### src/rtl/led_ctrl_pkg.sv
// led_ctrl_pkg: shared types and helpers for the LED pattern controller.
//   mode_t     - 3-bit display mode encoding (6 and 7 are unused)
//   NUM_MODES  - number of legal display modes
//   next_mode  - successor of a mode in the press-driven cycle
package led_ctrl_pkg;

  typedef enum logic [2:0] {
    MODE_OFF        = 3'd0,
    MODE_ALL_ON     = 3'd1,
    MODE_BLINK_SLOW = 3'd2,
    MODE_BLINK_FAST = 3'd3,
    MODE_CHASE      = 3'd4,
    MODE_COUNT      = 3'd5
  } mode_t;

  localparam int unsigned NUM_MODES = 6;

  // Unused encodings fall back to OFF so a corrupted register self-recovers.
  function automatic mode_t next_mode(input mode_t cur);
    mode_t nxt;
    case (cur)
      MODE_OFF:        nxt = MODE_ALL_ON;
      MODE_ALL_ON:     nxt = MODE_BLINK_SLOW;
      MODE_BLINK_SLOW: nxt = MODE_BLINK_FAST;
      MODE_BLINK_FAST: nxt = MODE_CHASE;
      MODE_CHASE:      nxt = MODE_COUNT;
      default:         nxt = MODE_OFF;
    endcase
    return nxt;
  endfunction

endpackage

### src/rtl/led_debounce.sv
// led_debounce: synchronises and debounces a raw push-button.
//   clk, rst_n - system clock, asynchronous active-low reset
//   button     - raw asynchronous button level (high = pressed)
//   stable     - debounced button level
//   press      - one-cycle strobe on each accepted 0->1 change of stable
module led_debounce
  import led_ctrl_pkg::*;
#(
  parameter int unsigned DEBOUNCE_CYCLES = 500_000
) (
  input  logic clk,
  input  logic rst_n,
  input  logic button,
  output logic stable,
  output logic press
);

  localparam int unsigned CW = $clog2(DEBOUNCE_CYCLES + 1);
  localparam logic [CW-1:0] CNT_LAST = CW'(DEBOUNCE_CYCLES - 1);

  logic          sync_1;
  logic          btn_s;
  logic [CW-1:0] cnt;
  logic          accept;

  // Accept on the cycle the mismatch count would reach DEBOUNCE_CYCLES, so
  // stable and press update on the same edge the counter completes.
  assign accept = (btn_s != stable) && (cnt == CNT_LAST);

  always_ff @(posedge clk or negedge rst_n) begin
    if (!rst_n) begin
      sync_1 <= 1'b0;
      btn_s  <= 1'b0;
    end else begin
      sync_1 <= button;
      btn_s  <= sync_1;
    end
  end

  always_ff @(posedge clk or negedge rst_n) begin
    if (!rst_n) begin
      cnt    <= '0;
      stable <= 1'b0;
      press  <= 1'b0;
    end else begin
      press <= accept && btn_s;
      if (btn_s == stable) begin
        cnt <= '0;
      end else if (accept) begin
        cnt    <= '0;
        stable <= btn_s;
      end else begin
        cnt <= cnt + 1'b1;
      end
    end
  end

endmodule

### src/rtl/led_pattern_controller.sv
// led_pattern_controller: button-stepped multi-mode LED pattern generator.
//   clk, rst_n - system clock, asynchronous active-low reset
//   button     - raw push-button (high = pressed)
//   leds       - registered LED drive, NUM_LEDS wide (high = lit)
//   clk_slow   - square wave, period 2*SLOW_HALF clk cycles
//   clk_fast   - square wave, period 2*FAST_HALF clk cycles
//   mode       - current display mode encoding
//   press      - one-cycle strobe per accepted button press
module led_pattern_controller
  import led_ctrl_pkg::*;
#(
  parameter int unsigned NUM_LEDS        = 3,
  parameter int unsigned SLOW_HALF       = 50_000_000,
  parameter int unsigned FAST_HALF       = 12_500_000,
  parameter int unsigned DEBOUNCE_CYCLES = 500_000
) (
  input  logic                clk,
  input  logic                rst_n,
  input  logic                button,
  output logic [NUM_LEDS-1:0] leds,
  output logic                clk_slow,
  output logic                clk_fast,
  output logic [2:0]          mode,
  output logic                press
);

  localparam int unsigned SW = $clog2(SLOW_HALF);
  localparam int unsigned FW = $clog2(FAST_HALF);
  localparam logic [SW-1:0] SLOW_LAST = SW'(SLOW_HALF - 1);
  localparam logic [FW-1:0] FAST_LAST = FW'(FAST_HALF - 1);
  localparam logic [NUM_LEDS-1:0] CHASE_SEED = NUM_LEDS'(1);

  logic                btn_level;
  logic [SW-1:0]       slow_cnt;
  logic [FW-1:0]       fast_cnt;
  logic                fast_rise;
  mode_t               mode_q;
  mode_t               mode_d;
  logic [NUM_LEDS-1:0] pattern;
  logic [NUM_LEDS-1:0] leds_d;

  led_debounce #(
    .DEBOUNCE_CYCLES(DEBOUNCE_CYCLES)
  ) u_debounce (
    .clk   (clk),
    .rst_n (rst_n),
    .button(button),
    .stable(btn_level),
    .press (press)
  );

  // A press can only be reported together with a pressed debounced level.
  press_with_level : assert property (@(posedge clk) disable iff (!rst_n)
    press |-> btn_level);

  // Free-running dividers; never restarted by mode changes.
  always_ff @(posedge clk or negedge rst_n) begin
    if (!rst_n) begin
      slow_cnt <= '0;
      clk_slow <= 1'b0;
    end else if (slow_cnt == SLOW_LAST) begin
      slow_cnt <= '0;
      clk_slow <= ~clk_slow;
    end else begin
      slow_cnt <= slow_cnt + 1'b1;
    end
  end

  always_ff @(posedge clk or negedge rst_n) begin
    if (!rst_n) begin
      fast_cnt <= '0;
      clk_fast <= 1'b0;
    end else if (fast_cnt == FAST_LAST) begin
      fast_cnt <= '0;
      clk_fast <= ~clk_fast;
    end else begin
      fast_cnt <= fast_cnt + 1'b1;
    end
  end

  // High in the cycle whose closing edge takes clk_fast from 0 to 1.
  assign fast_rise = (fast_cnt == FAST_LAST) && !clk_fast;

  // Mode FSM: state register
  always_ff @(posedge clk or negedge rst_n) begin
    if (!rst_n) begin
      mode_q <= MODE_OFF;
    end else begin
      mode_q <= mode_d;
    end
  end

  // Mode FSM: next state
  always_comb begin
    mode_d = mode_q;
    case (mode_q)
      MODE_OFF, MODE_ALL_ON, MODE_BLINK_SLOW,
      MODE_BLINK_FAST, MODE_CHASE, MODE_COUNT: begin
        if (press) begin
          mode_d = next_mode(mode_q);
        end
      end
      default: mode_d = MODE_OFF;
    endcase
  end

  // Shared chase/count register. The mode-entry load is checked before
  // fast_rise so that a simultaneous press wins.
  always_ff @(posedge clk or negedge rst_n) begin
    if (!rst_n) begin
      pattern <= '0;
    end else if (press) begin
      pattern <= (next_mode(mode_q) == MODE_CHASE) ? CHASE_SEED : '0;
    end else if (fast_rise) begin
      case (mode_q)
        MODE_CHASE: pattern <= {pattern[NUM_LEDS-2:0], pattern[NUM_LEDS-1]};
        MODE_COUNT: pattern <= pattern + 1'b1;
        default:    pattern <= pattern;
      endcase
    end
  end

  // Mode FSM: outputs
  always_comb begin
    leds_d = '0;
    case (mode_q)
      MODE_ALL_ON:     leds_d = '1;
      MODE_BLINK_SLOW: leds_d = {NUM_LEDS{clk_slow}};
      MODE_BLINK_FAST: leds_d = {NUM_LEDS{clk_fast}};
      MODE_CHASE,
      MODE_COUNT:      leds_d = pattern;
      default:         leds_d = '0;
    endcase
  end

  always_ff @(posedge clk or negedge rst_n) begin
    if (!rst_n) begin
      leds <= '0;
    end else begin
      leds <= leds_d;
    end
  end

  assign mode = mode_q;

endmodule
### config.mk
export PLATFORM = sky130hd
export DESIGN_NAME = led_pattern_controller
export DESIGN_NICKNAME = d
export VERILOG_FILES = /design/src/rtl/led_ctrl_pkg.sv /design/src/rtl/led_debounce.sv /design/src/rtl/led_pattern_controller.sv
export SDC_FILE = /design/constraint.sdc
export NUM_CORES = 1
export LEC_CHECK = 0
export CORE_MARGIN = 1
export CORE_UTILIZATION = 40
export DETAILED_ROUTE_END_ITERATION = 8
export PLACE_DENSITY_LB_ADDON = 0.12
export SLEW_MARGIN = 20
export SYNTH_ARGS = -nofsm -noshare
export SYNTH_HDL_FRONTEND = slang
export SYNTH_SLANG_ARGS = --single-unit
### constraint.sdc
create_clock -name clk -period 4.4 [get_ports clk]
set_input_delay 1.32 -clock clk [delete_from_list [all_inputs] [get_ports clk]]
set_output_delay 1.32 -clock clk [all_outputs]
set_load 0.02 [all_outputs]
### Word level (Yosys, flattened, before mapping)

Index checks and enable logic that the tools add are counted.

| operators by class | value |
|---|---|
| $add $sub $neg | 4 |
| equal/unequal tests | 12 |
| multiplexer cells | 12 |
| bitwise logic cells | 3 |
| reductions and logical operators | 11 |

Operators with widths:

| kind | number |
|---|---|
| $mux 19 | 2 |
| $add 26x1->26 const B | 1 |
| $eq 26x26->1 const B | 1 |
| $mux 26 | 1 |
| $add 24x1->24 const B | 1 |
| $eq 24x24->1 const B | 1 |
| $mux 24 | 1 |
| $add 19x1->19 const B | 1 |
| $eq 19x19->1 const B | 1 |
| $pmux 3 s5 | 1 |
| $mux 3 | 4 |
| $pmux 3 s4 | 1 |
| $eq 3x3->1 const B | 3 |
| $eq 3x2->1 const B | 2 |
| $pmux 3 s2 | 1 |
| $reduce_or 6->1 | 1 |
| $reduce_and 2->1 | 2 |
| $add 3x1->3 const B | 1 |
| $eq 3x1->1 const B | 1 |
| $logic_and 1x1->1 | 3 |
| $logic_not 3->1 | 1 |
| $not 1->1 | 3 |
| $reduce_bool 3->1 | 1 |
| $ne 2x1->1 const B | 1 |
| 6 further kinds | 6 |

| word-level totals | value |
|---|---|
| register bits | 84 |
| input bits | 3 |
| output and inout port bits | 9 |
| word-level logic and storage cells | 54 |

### Depth between registers and ports, before layout

Gate-level depths: netlist of run 1.

| depth | value |
|---|---|
| depth after elaboration | 6 |
| depth in mapped cells | 6 |

### By module

A second synthesis of run 1 with hierarchy kept.

| unflattened totals | value |
|---|---|
| cells, all modules | 403 |
| area total of the unflattened synthesis | 4,151.5 um^2 |

Modules (own cells, without submodules):

| module | instances | cells an instance | area each (um^2) | sequential area each (um^2) |
|---|---|---|---|---|
| led_pattern_controller | 1 | 300 | 3,017.9 | 1,526.5 |
| led_debounce | 1 | 103 | 1,133.6 | 575.6 |

### Worst setup path after synthesis of run 1

OpenSTA, ideal clock, no wires.

| timing path | value |
|---|---|
| path type | register to register |
| start | reg clk_fast |
| end | reg pattern[0] |
| setup time | 0.125 ns |
| arrival time | 1.817 ns |
| required time | 4.275 ns |
| setup slack | 2.458 ns |
| stages on the path, launching flop included | 5 |
| clock period less this slack | 1.942 ns |
| cells stage by stage | dfrtp_1 -> or3b_2 -> or4_4 -> o21bai_1 -> mux2_2 |

| on the way | value |
|---|---|
| cells in the longest elaborated chain, start to end | 4 |

RTL lines:

| what | RTL line | RTL |
|---|---|---|
| start: declaration | led_pattern_controller.sv:22 | `output logic clk_fast,` |
| start signal: assignment | led_pattern_controller.sv:75 | `clk_fast <= ~clk_fast;` |
| $logic_not 1->1 | led_pattern_controller.sv:82 | `assign fast_rise = (fast_cnt == FAST_LAST) && !clk_fast;` |
| $logic_and 1x1->1 | led_pattern_controller.sv:82 |  |
| $reduce_bool 2->1 (no source line) | - |  |
| $reduce_and 2->1 (no source line) | - |  |
| end signal: assignment | led_pattern_controller.sv:113 | `pattern <= (next_mode(mode_q) == MODE_CHASE) ? CHASE_SEED : '0;` |
| end signal: assignment | led_pattern_controller.sv:116 | `MODE_CHASE: pattern <= {pattern[NUM_LEDS-2:0], pattern[NUM_LEDS-1]};` |
| end signal: assignment | led_pattern_controller.sv:117 | `MODE_COUNT: pattern <= pattern + 1'b1;` |
| end: declaration | led_pattern_controller.sv:39 | `logic [NUM_LEDS-1:0] pattern;` |

No other way between the ends.
A chain may end at the register's enable or synchronous reset.

### Worst setup path in the final report of run 1

| timing path | value |
|---|---|
| start | reg mode_q[2], in the netlist mode[2] |
| end | out mode[2] |

RTL lines:

| what | RTL line | RTL |
|---|---|---|
| start: declaration | led_pattern_controller.sv:37 | `mode_t mode_q;` |
| start signal: assignment | led_pattern_controller.sv:89 | `mode_q <= mode_d;` |
| end: declaration | led_pattern_controller.sv:23 | `output logic [2:0] mode,` |

No word-level cell between the ends.

==> summary.md, run 1 <==
| Metric | Value |
|---|---|
| Status | finished, final reports clean |
| Synth Instances | 408 |
| Slew Limit Headroom | 46.1% |
| Power Density | 310 nW/um^2 |
| P&R area growth vs syn | 10.7% |
| Resize count post-CTS | 0 |
| Routed via count | 2,983 |
| Clk buf depth | 2 |
| Crit Path Class | register to primary output |
| Syn Area/Cell | 10.2 um^2 |
| Worst endpoint required time | 3.08 ns |
| Register-to-register setup slack | 2.14 ns |
| Setup Buffers After CTS | 0 |
| Startpoint Class | register |
| Sw frac | 20.5% |
| Hold Violations, Final | 0 |
| Top_reg_cell synth | dfrtp_1 |
| Setup skew after layout | 0.00897 ns |
| Largest net degree at the start of global routing | 66 |
| Tmin final | 2.94 ns |
| Cell Rows | 36 |
| Initial Util | 41.9% |
| WHS | 0.353 ns |
| Initial antenna violation count | 0 |
| Final Total Pwr | 1.42 mW |
| Hold Buf Count CTS | 0 |
| H-tree Lvls | 3 |
| Slowest stage cell, crit path | clkdlybuf4s50_1 |
| Pre-antenna DRT Iters | 4 |
| Slew @ Worst Pin | 0.809 ns |
| FF-to-FF End | clk_fast |
| RSZ-0062 raised after global routing | false |
| Register area share after synthesis | 50.6% |
| Cells after DPL | 538 |
| Worst VDD drop | 0.239 mV |
| Die Span Y | 104 um |
| Total gr overflow | 0 |
| # diodes | 0 |
| Final non-filler cell total | 554 |
| Count of final max-slew check failures | 0 |
| Number of global-route vias before repair | 2,817 |
| CP max stage delay | 0.68 ns |
| Top delay family on crit path | buffers and inverters |
| Commonest cells in the netlist | dfrtp_1 (84), nand2_1 (30), nor2_1 (29), xor2_1 (24), nand3_1 (23) |
| Comb pwr share | 1.8% |
| Port-buffer cells | 11 |
| Drt via density | 5.38 |
| Post-DP HPWL | 5220 um |
| Leak | 1.89 nW |
| Dominant cell type by area after synthesis | dfrtp_1 |
| Routed wire per std cell | 14.2 um |
| Syn_nets | 415 |
| Total GRT Usage | 15.9% |
| Launching point of the worst reg2reg path | fast_cnt[5] |
| Sw power | 0.292 mW |
| CP endpoint kind | primary output |
| Starting DRT DRC Count | 117 |
| TNS Setup | 0 ns |
| Final Wtd Congestion | 0.762 |
| Yosys top cell area share | 50.6% |
| Die width | 104 um |
| Final period utilization | 66.8% |
| Hold Path Depth | 0 |
| Clock sink count | 84 |
| Cts bufs inserted | 9 |
| Worst Hold Class | register to register |
| Worst-Skew Late Latency | 0.35 ns |
| DRT antenna net count | 0 |
| Layout net count | 423 |
| Worst path buffer plus inverter count | 1 |
| Syn. warnings | 0 |
| # setup viols final | 0 |
| Layout cells sized above 1 | 6.65% |
| Max Cap Viol | 0 |
| Crit-path max FO | 13 |
| Io pins | 12 |
| Cell count of the worst reg-to-reg path | 4 |
| Count of cell types in the netlist | 46 |
| # DRC | 0 |
| Root buffer selected by CTS | clkbuf_8 |
| Most frequent cell after synthesis | dfrtp_1 |
| CTS clk-pin slew, worst paths | 0.09 ns |
| Hold Path Origin | u_debounce.sync_1 |
| CTS tree | done |
| Clock power frac | 43.7% |
| CP cell instances | clkdlybuf4s50_1 |
| Die Area | 10,800 um^2 |
| Post-synth EDFFs | 0 |
| Seq cells post-synth | 84 |
| Cell-internal power | 1.13 mW |
| FMAX | 0.340 GHz |
| First-pass GRT wire length | 13,900 um |
| Routed Wire Length | 7880 um |
| Critical path data arrival time | 1.62 ns |
| Fraction of registers with async set/reset | 100% |
| Sequential share of power | 54.6% |
| Mapped Area | 4160 um^2 |
| Core area | 9910 um^2 |
| Endpoint, Worst Hold | u_debounce.btn_s |
| Area contributors post-synth | dfrtp_1 (51%), xor2_1 (5.1%), xnor2_1 (4.4%) |
==> worst max path at each step <==
stage,start,endpoint,slack [ns],depth (start not counted)
3_3_place_gp,mode[2],mode[2],1.88,1
2_1_floorplan,clk_fast,pattern[0],2.46,4
5_1_grt,mode[2],mode[2],1.38,1
3_5_place_dp,mode[2],mode[2],1.85,1
6_report,mode[2],mode[2],1.46,1
4_1_cts,mode[2],mode[2],1.44,1
==> state kept, by name, indices dropped and copies added, names as in the netlist <==
name / count
u_debounce.press: 1
u_debounce.stable: 1
slow_cnt: 26
u_debounce.btn_s: 1
clk_slow: 1
clk_fast: 1
u_debounce.cnt: 19
mode: 3
u_debounce.sync_1: 1
leds: 3
pattern: 3
fast_cnt: 24
==> stage by stage <==
| stage | instance area, um^2 | utilization (%) | setup slack [ns] |
|---|---|---|---|
| 2_1_floorplan | 4160 | - | 2.46 |
| 3_3_place_gp | 4370 | 44.1 | 1.88 |
| 3_5_place_dp | 4370 | 44.1 | 1.85 |
| 4_1_cts | 4600 | 46.4 | 1.44 |
| 5_1_grt | 4600 | 46.4 | 1.38 |
| 6_report | 4600 | 46.4 | 1.46 |
==> per-layer routing <==
layer	track usage, %	vias up	share of wire (%)
met4	6.12	0	0.80
met2	24.1	33	45
met5	0	-	0
met3	3.26	4	2.0
met1	22.3	1447	53
li1	-	1499	-
==> placed cells by master, fill, tap and decap left out, types with 2 or more instances in the layout <==
| cell | count |
|---|---|
| nand4_1 | 19 |
| a21oi_1 | 21 |
| o31ai_1 | 7 |
| ha_1 | 4 |
| buf_4 | 3 |
| nor4_1 | 6 |
| nor2_1 | 29 |
| nand4_2 | 2 |
| o22ai_1 | 2 |
| or3_1 | 18 |
| and2_1 | 3 |
| o21ai_0 | 19 |
| clkbuf_8 | 11 |
| xor2_1 | 24 |
| bufinv_16 | 2 |
| nand2b_1 | 6 |
| nand2_1 | 30 |
| a2bb2oi_1 | 2 |
| nand3b_1 | 4 |
| or4_1 | 6 |
| o211ai_1 | 2 |
| and4_1 | 10 |
| inv_1 | 7 |
| clkbuf_1 | 2 |
| mux2_2 | 2 |
| nor2b_1 | 4 |
| xnor2_1 | 21 |
| nor3_1 | 11 |
| or4_4 | 2 |
| clkdlybuf4s50_1 | 10 |
| nor4b_1 | 5 |
| mux2i_1 | 7 |
| dfrtp_1 | 84 |
| nand3_1 | 23 |
==> kinds of logic after synthesis <==
| family | synth area share (%) |
|---|---|
| AND/OR/NAND/NOR | 25.6 |
| adder cells (fa/ha/maj) | 1.20 |
| XOR/XNOR | 9.49 |
| multiplexers | 2.23 |
| flip-flops | 50.6 |
| buffers and inverters | 2.41 |
| AO/OA/AOI/OAI | 8.46 |
==> area by class of cell <==
| class | instances | area [um^2] |
|---|---|---|
| Inverter | 7 | 26.3 |
| Multi-Input combinational cell | 301 | 1950 |
| Timing Repair Buffer | 13 | 123 |
| Sequential cell | 84 | 2100 |
| Clock inverter | 3 | 68.8 |
| Fill cell | 961 | 5310 |
| Tap cell | 133 | 166 |
| Clock buffer | 13 | 159 |
==> power groups by stage <==
stage          Clock, mW  Combinational [mW]  Sequential (mW)
6_report           0.622              0.0250            0.777
5_1_grt            0.681              0.0307            0.778
4_1_cts            0.649              0.0269            0.777
3_5_place_dp           0              0.0269            0.793
3_3_place_gp           0              0.0267            0.792
2_1_floorplan          0             0.00722            0.792
(Power assumes the default switching activity.)
==> run 2: changes to the inputs <==
==> constraint.sdc (replaced) <==
create_clock -name clk -period 3.05 [get_ports clk]
set_input_delay 0.915 -clock clk [delete_from_list [all_inputs] [get_ports clk]]
set_output_delay 0.915 -clock clk [all_outputs]
set_load 0.02 [all_outputs]
==> run 2 against run 1 <==
Clock-buffer cell count decreased by 1. Critical path depth unchanged. Cell count increased by 1.1%. Global-route usage increased by 0.088 points. Hold slack got worse by 0.0068 ns. Power increased by 42%. Clock power increased by 40%. Flip-flop and latch count unchanged. Combinational power increased by 60%. Utilization increased by 0.35 points. Critical endpoint unchanged. Highest routed layer unchanged.
==> summary.md, run 2 (synthesis results as in run 1) <==
| Metric | Value |
|---|---|
| Crit-path max FO | 13 |
| Top delay family on crit path | buffers and inverters |
| FF-to-FF End | pattern[0] |
| CP max stage delay | 0.68 ns |
| P&R area growth vs syn | 11.5% |
| Worst endpoint required time | 2.13 ns |
| Final Wtd Congestion | 0.772 |
| Core area | 9910 um^2 |
| Slowest stage cell, crit path | clkdlybuf4s50_1 |
| RSZ-0062 raised after global routing | false |
| Die Area | 10,800 um^2 |
| Most frequent cells in the layout | dfrtp_1 (84), nand2_1 (30), nor2_1 (29) |
| Hold Buf Count CTS | 0 |
| H-tree Lvls | 3 |
| Routed wire per std cell | 13.8 um |
| Cell Rows | 36 |
| Status | finished, final reports clean |
| Biggest registers after layout | slow_cnt: 26 flops, fast_cnt: 24 flops, u_debounce.cnt: 19 flops |
| Startpoint Class | register |
| Drt via density | 5.38 |
| Worst VDD drop | 0.288 mV |
| Count of final max-slew check failures | 0 |
| Met3 routed wirelength | 202 um |
| Pre-antenna DRT Iters | 4 |
| Die Span Y | 104 um |
| Layout net count | 429 |
| Register-to-register setup slack | 0.94 ns |
| Cts bufs inserted | 9 |
| Register with the most flip-flops | slow_cnt |
| Critical path data arrival time | 1.61 ns |
| Hold Path Origin | u_debounce.sync_1 |
| CP cell instances | clkdlybuf4s50_1 |
| # DRC | 0 |
| Worst-Skew Late Latency | 0.35 ns |
| Area after DPL | 4420 um^2 |
| Layout cells sized above 1 | 7.96% |
| Port-buffer cells | 11 |
| Setup Buffers After CTS | 0 |
| Starting DRT DRC Count | 76 |
| Fillers | 960 |
| WHS | 0.346 ns |
| Tmin final | 2.53 ns |
| Cell count of the worst reg-to-reg path | 4 |
| Resize count post-CTS | 0 |
| CTS clk-pin slew, worst paths | 0.08 ns |
| Routed wl met2 | 3600 um |
| Hold Path Depth | 0 |
| CTS tree | done |
| Hold Violations, Final | 0 |
| Pre-CTS setup slack | 0.902 ns |
| Initial antenna violation count | 0 |
| Leak | 1.91 nW |
| Crit Path Class | register to primary output |
| Root buffer selected by CTS | clkbuf_8 |
| Wl on met1 | 3860 um |
| Clk buf depth | 2 |
| Final Core Density | 46.8% |
| TNS Setup | 0 ns |
| CP endpoint kind | primary output |
| Largest register FFs | 26 |
| Fin worst setup slack | 0.524 ns |
| Worst Hold Class | register to register |
| Worst path buffer plus inverter count | 1 |
| Die width | 104 um |
| Endpoint, Worst Hold | u_debounce.btn_s |
| Total GRT Usage | 16.0% |
| Io pins | 12 |
| Final non-filler cell total | 560 |
| Routed Wire Length | 7740 um |
| Slew Limit Headroom | 59.4% |
| Final instance area | 4630 um^2 |
| DRT antenna net count | 0 |
| Cells after DPL | 544 |
| Commonest non-fill, non-tap cell in the layout | dfrtp_1 |
| Largest net degree at the start of global routing | 49 |
| Total gr overflow | 0 |
| Max layer used | met4 |
| Slew @ Worst Pin | 0.604 ns |
| Initial Util | 41.9% |
| First-pass GRT wire length | 14,000 um |
| Clock sink count | 84 |
| # diodes | 0 |
| Routed via count | 3,011 |
| Final period utilization | 82.8% |
| FMAX | 0.396 GHz |
| Launching point of the worst reg2reg path | mode[2] |
| Power Density | 438 nW/um^2 |
| Post-DP HPWL | 5370 um |
| # setup viols final | 0 |
| Final Total Pwr | 2.03 mW |
| Setup skew after layout | 0.00800 ns |
| Number of global-route vias before repair | 2,958 |
| Max Cap Viol | 0 |
==> run 2: cell count changes in the layout (fill, tap and decap cells not counted) <==
cell / before / now
buf_4: 3 / 9
clkinv_4: 1 / 0
clkinvlp_4: 0 / 1
clkinv_2: 0 / 1
clkbuf_8: 11 / 10
==> run 2: routing by layer <==
metal	up-vias	GRT usage, %
met5	-	0
met4	0	4.39
met3	8	4.26
met2	27	26.0
met1	1463	21.0
li1	1513	-
==> run 2: worst max path at each step <==
stage          slack, ns    endpoint  cells past startpoint     start
2_1_floorplan       1.11  pattern[0]                      4  clk_fast
3_3_place_gp        0.91     mode[2]                      1   mode[2]
3_5_place_dp        0.90     mode[2]                      1   mode[2]
4_1_cts             0.50     mode[2]                      1   mode[2]
5_1_grt             0.44     mode[2]                      1   mode[2]
6_report            0.52     mode[2]                      1   mode[2]
==> run 2: final cells by class <==
| cell class | count | area [um^2] | area share, % |
|---|---|---|---|
| Clock buffer | 12 | 145 | 3.13 |
| Multi-Input combinational cell | 301 | 1950 | 42.2 |
| Inverter | 7 | 26.3 | 0.567 |
| Sequential cell | 84 | 2100 | 45.4 |
| Timing Repair Buffer | 19 | 168 | 3.62 |
| Clock inverter | 4 | 72.6 | 1.57 |
| Tap cell | 133 | 166 | 3.59 |
==> run 2: power by group <==
part	internal (mW)	switching (mW)	leakage (nW)
Combinational	0.0103	0.0298	0.667
Sequential	1.12	0.00423	1.14
Clock	0.483	0.385	0.107
==> run 3: changes to the inputs <==
==> constraint.sdc (replaced) <==
create_clock -name clk -period 2.6 [get_ports clk]
set_input_delay 0.78 -clock clk [delete_from_list [all_inputs] [get_ports clk]]
set_output_delay 0.78 -clock clk [all_outputs]
set_load 0.02 [all_outputs]
==> run 3 against run 2 <==
Cell count down 0.36%. Sequential power up 18%. Clock skew up 0.0019 ns. Clock-buffer cell count down 1. Die area unchanged. Global-route usage up 0.43 points. Non-clock buffer count down 2. Largest cell class unchanged.
==> summary.md, run 3 (synthesis results as in run 1) <==
| Metric | Value |
|---|---|
| Status | finished, final reports clean |
| Final Total Pwr | 2.46 mW |
| Root buffer selected by CTS | clkbuf_8 |
| Commonest non-fill, non-tap cell in the layout | dfrtp_1 |
| Tmin final | 2.40 ns |
| CTS clk-pin slew, worst paths | 0.09 ns |
| Slowest stage cell, crit path | clkdlybuf4s50_1 |
| Final Wtd Congestion | 0.770 |
| Routed via count | 2,981 |
| Total gr overflow | 0 |
| Worst Hold Class | register to register |
| Critical path data arrival time | 1.62 ns |
| Hold Buf Count CTS | 0 |
| Crit-path max FO | 13 |
| Count of final max-slew check failures | 0 |
| Worst-Skew Late Latency | 0.35 ns |
| Total GRT Usage | 16.4% |
| WHS | 0.366 ns |
| # diodes | 0 |
| Slew Limit Headroom | 56.0% |
| Pre-antenna DRT Iters | 4 |
| Cell Rows | 36 |
| Worst endpoint required time | 1.82 ns |
| Routed Wire Length | 7910 um |
| Fin worst setup slack | 0.197 ns |
| Port-buffer cells | 11 |
| Leak | 1.92 nW |
| Routed wire per std cell | 14.2 um |
| Die width | 104 um |
| P&R area growth vs syn | 11.8% |
| Power Density | 530 nW/um^2 |
| Starting DRT DRC Count | 94 |
| Initial Util | 41.9% |
| Drt via density | 5.34 |
| Setup skew after layout | 0.00986 ns |
| Hold Violations, Final | 0 |
| Most frequent cells in the layout | dfrtp_1 (84), nand2_1 (30), nor2_1 (29) |
| Biggest registers after layout | slow_cnt: 26 flops, fast_cnt: 24 flops, u_debounce.cnt: 19 flops |
| Clock sink count | 84 |
| Post-DP HPWL | 5360 um |
| CP cell instances | clkdlybuf4s50_1 |
| H-tree Lvls | 3 |
| TNS Setup | 0 ns |
| Cts bufs inserted | 9 |
| Largest register FFs | 26 |
| Top delay family on crit path | buffers and inverters |
| Setup Buffers After CTS | 0 |
| Die Area | 10,800 um^2 |
| Number of global-route vias before repair | 2,904 |
| First-pass GRT wire length | 14,300 um |
| Resize count post-CTS | 0 |
| RSZ-0062 raised after global routing | false |
| Slew @ Worst Pin | 0.655 ns |
| Largest net degree at the start of global routing | 40 |
| Core area | 9910 um^2 |
| CP max stage delay | 0.68 ns |
| Worst path buffer plus inverter count | 1 |
| CTS tree | done |
| Clk buf depth | 2 |
| Register with the most flip-flops | slow_cnt |
| DRT antenna net count | 0 |
| Die Span Y | 104 um |
| # setup viols final | 0 |
| Startpoint Class | register |
| Layout cells sized above 1 | 7.53% |
| # DRC | 0 |
| Initial antenna violation count | 0 |
| FMAX | 0.416 GHz |
| CP endpoint kind | primary output |
| Io pins | 12 |
| Max Cap Viol | 0 |
| Layout net count | 427 |
| Pre-CTS setup slack | 0.492 ns |
| Final period utilization | 92.4% |
| Crit Path Class | register to primary output |
| Worst VDD drop | 0.314 mV |
[run 3: cell types whose count changed in the layout (fill, tap and decap cells not counted)]
cell        previous run  this run
buf_12                 0         1
clkinvlp_4             1         0
clkinv_2               1         2
buf_4                  9         6
bufinv_16              2         3
clkbuf_8              10         9
[run 3: metal layers]
layer,track usage [%],up-vias,part of all wire (%),wire [um]
li1,-,1508,-,-
met1,22.8,1448,51,4010
met2,24.8,23,47,3680
met3,3.95,2,2.2,172
met4,6.12,0,0.57,45
met5,0,-,0,0
[run 3: area by class of cell]
class / count / area, um^2
fillers: 938 / 5270
flip-flops and latches: 84 / 2100
multi-input cells: 301 / 1950
clock inverters: 5 / 100
well taps: 133 / 166
clock buffers: 11 / 131
inverters: 7 / 26.3
repair buffers: 17 / 165
[run 3: where the power goes]
group,switching [mW],total (mW),internal [mW]
logic,0.0350,0.0471,0.0122
registers,0.00497,1.32,1.31
clock network,0.462,1.10,0.636
total,0.502,2.46,1.96
[run 3: per-stage QoR]
stage / util [%] / instance area (um^2) / cells
global placement: 44.5 / 4410 / 542
floorplan: - / 4160 / 408
finish: 46.9 / 4640 / 558
global route: 46.9 / 4640 / 558
CTS: 46.9 / 4640 / 558
detailed placement: 44.5 / 4410 / 542
[run 3: worst paths after layout]
kind                                     to  depth (start not counted)  slack [ns]         startpoint
min in group asynchronous           mode[0]                          1        0.40              rst_n
hold / removal             u_debounce.btn_s                          0        0.37  u_debounce.sync_1
setup / recovery                    mode[2]                          1        0.20            mode[2]
setup reg to reg                 pattern[0]                          4        0.47            mode[2]
hold reg to reg            u_debounce.btn_s                          0        0.37  u_debounce.sync_1
max in group asynchronous       fast_cnt[6]                          2        1.64              rst_n
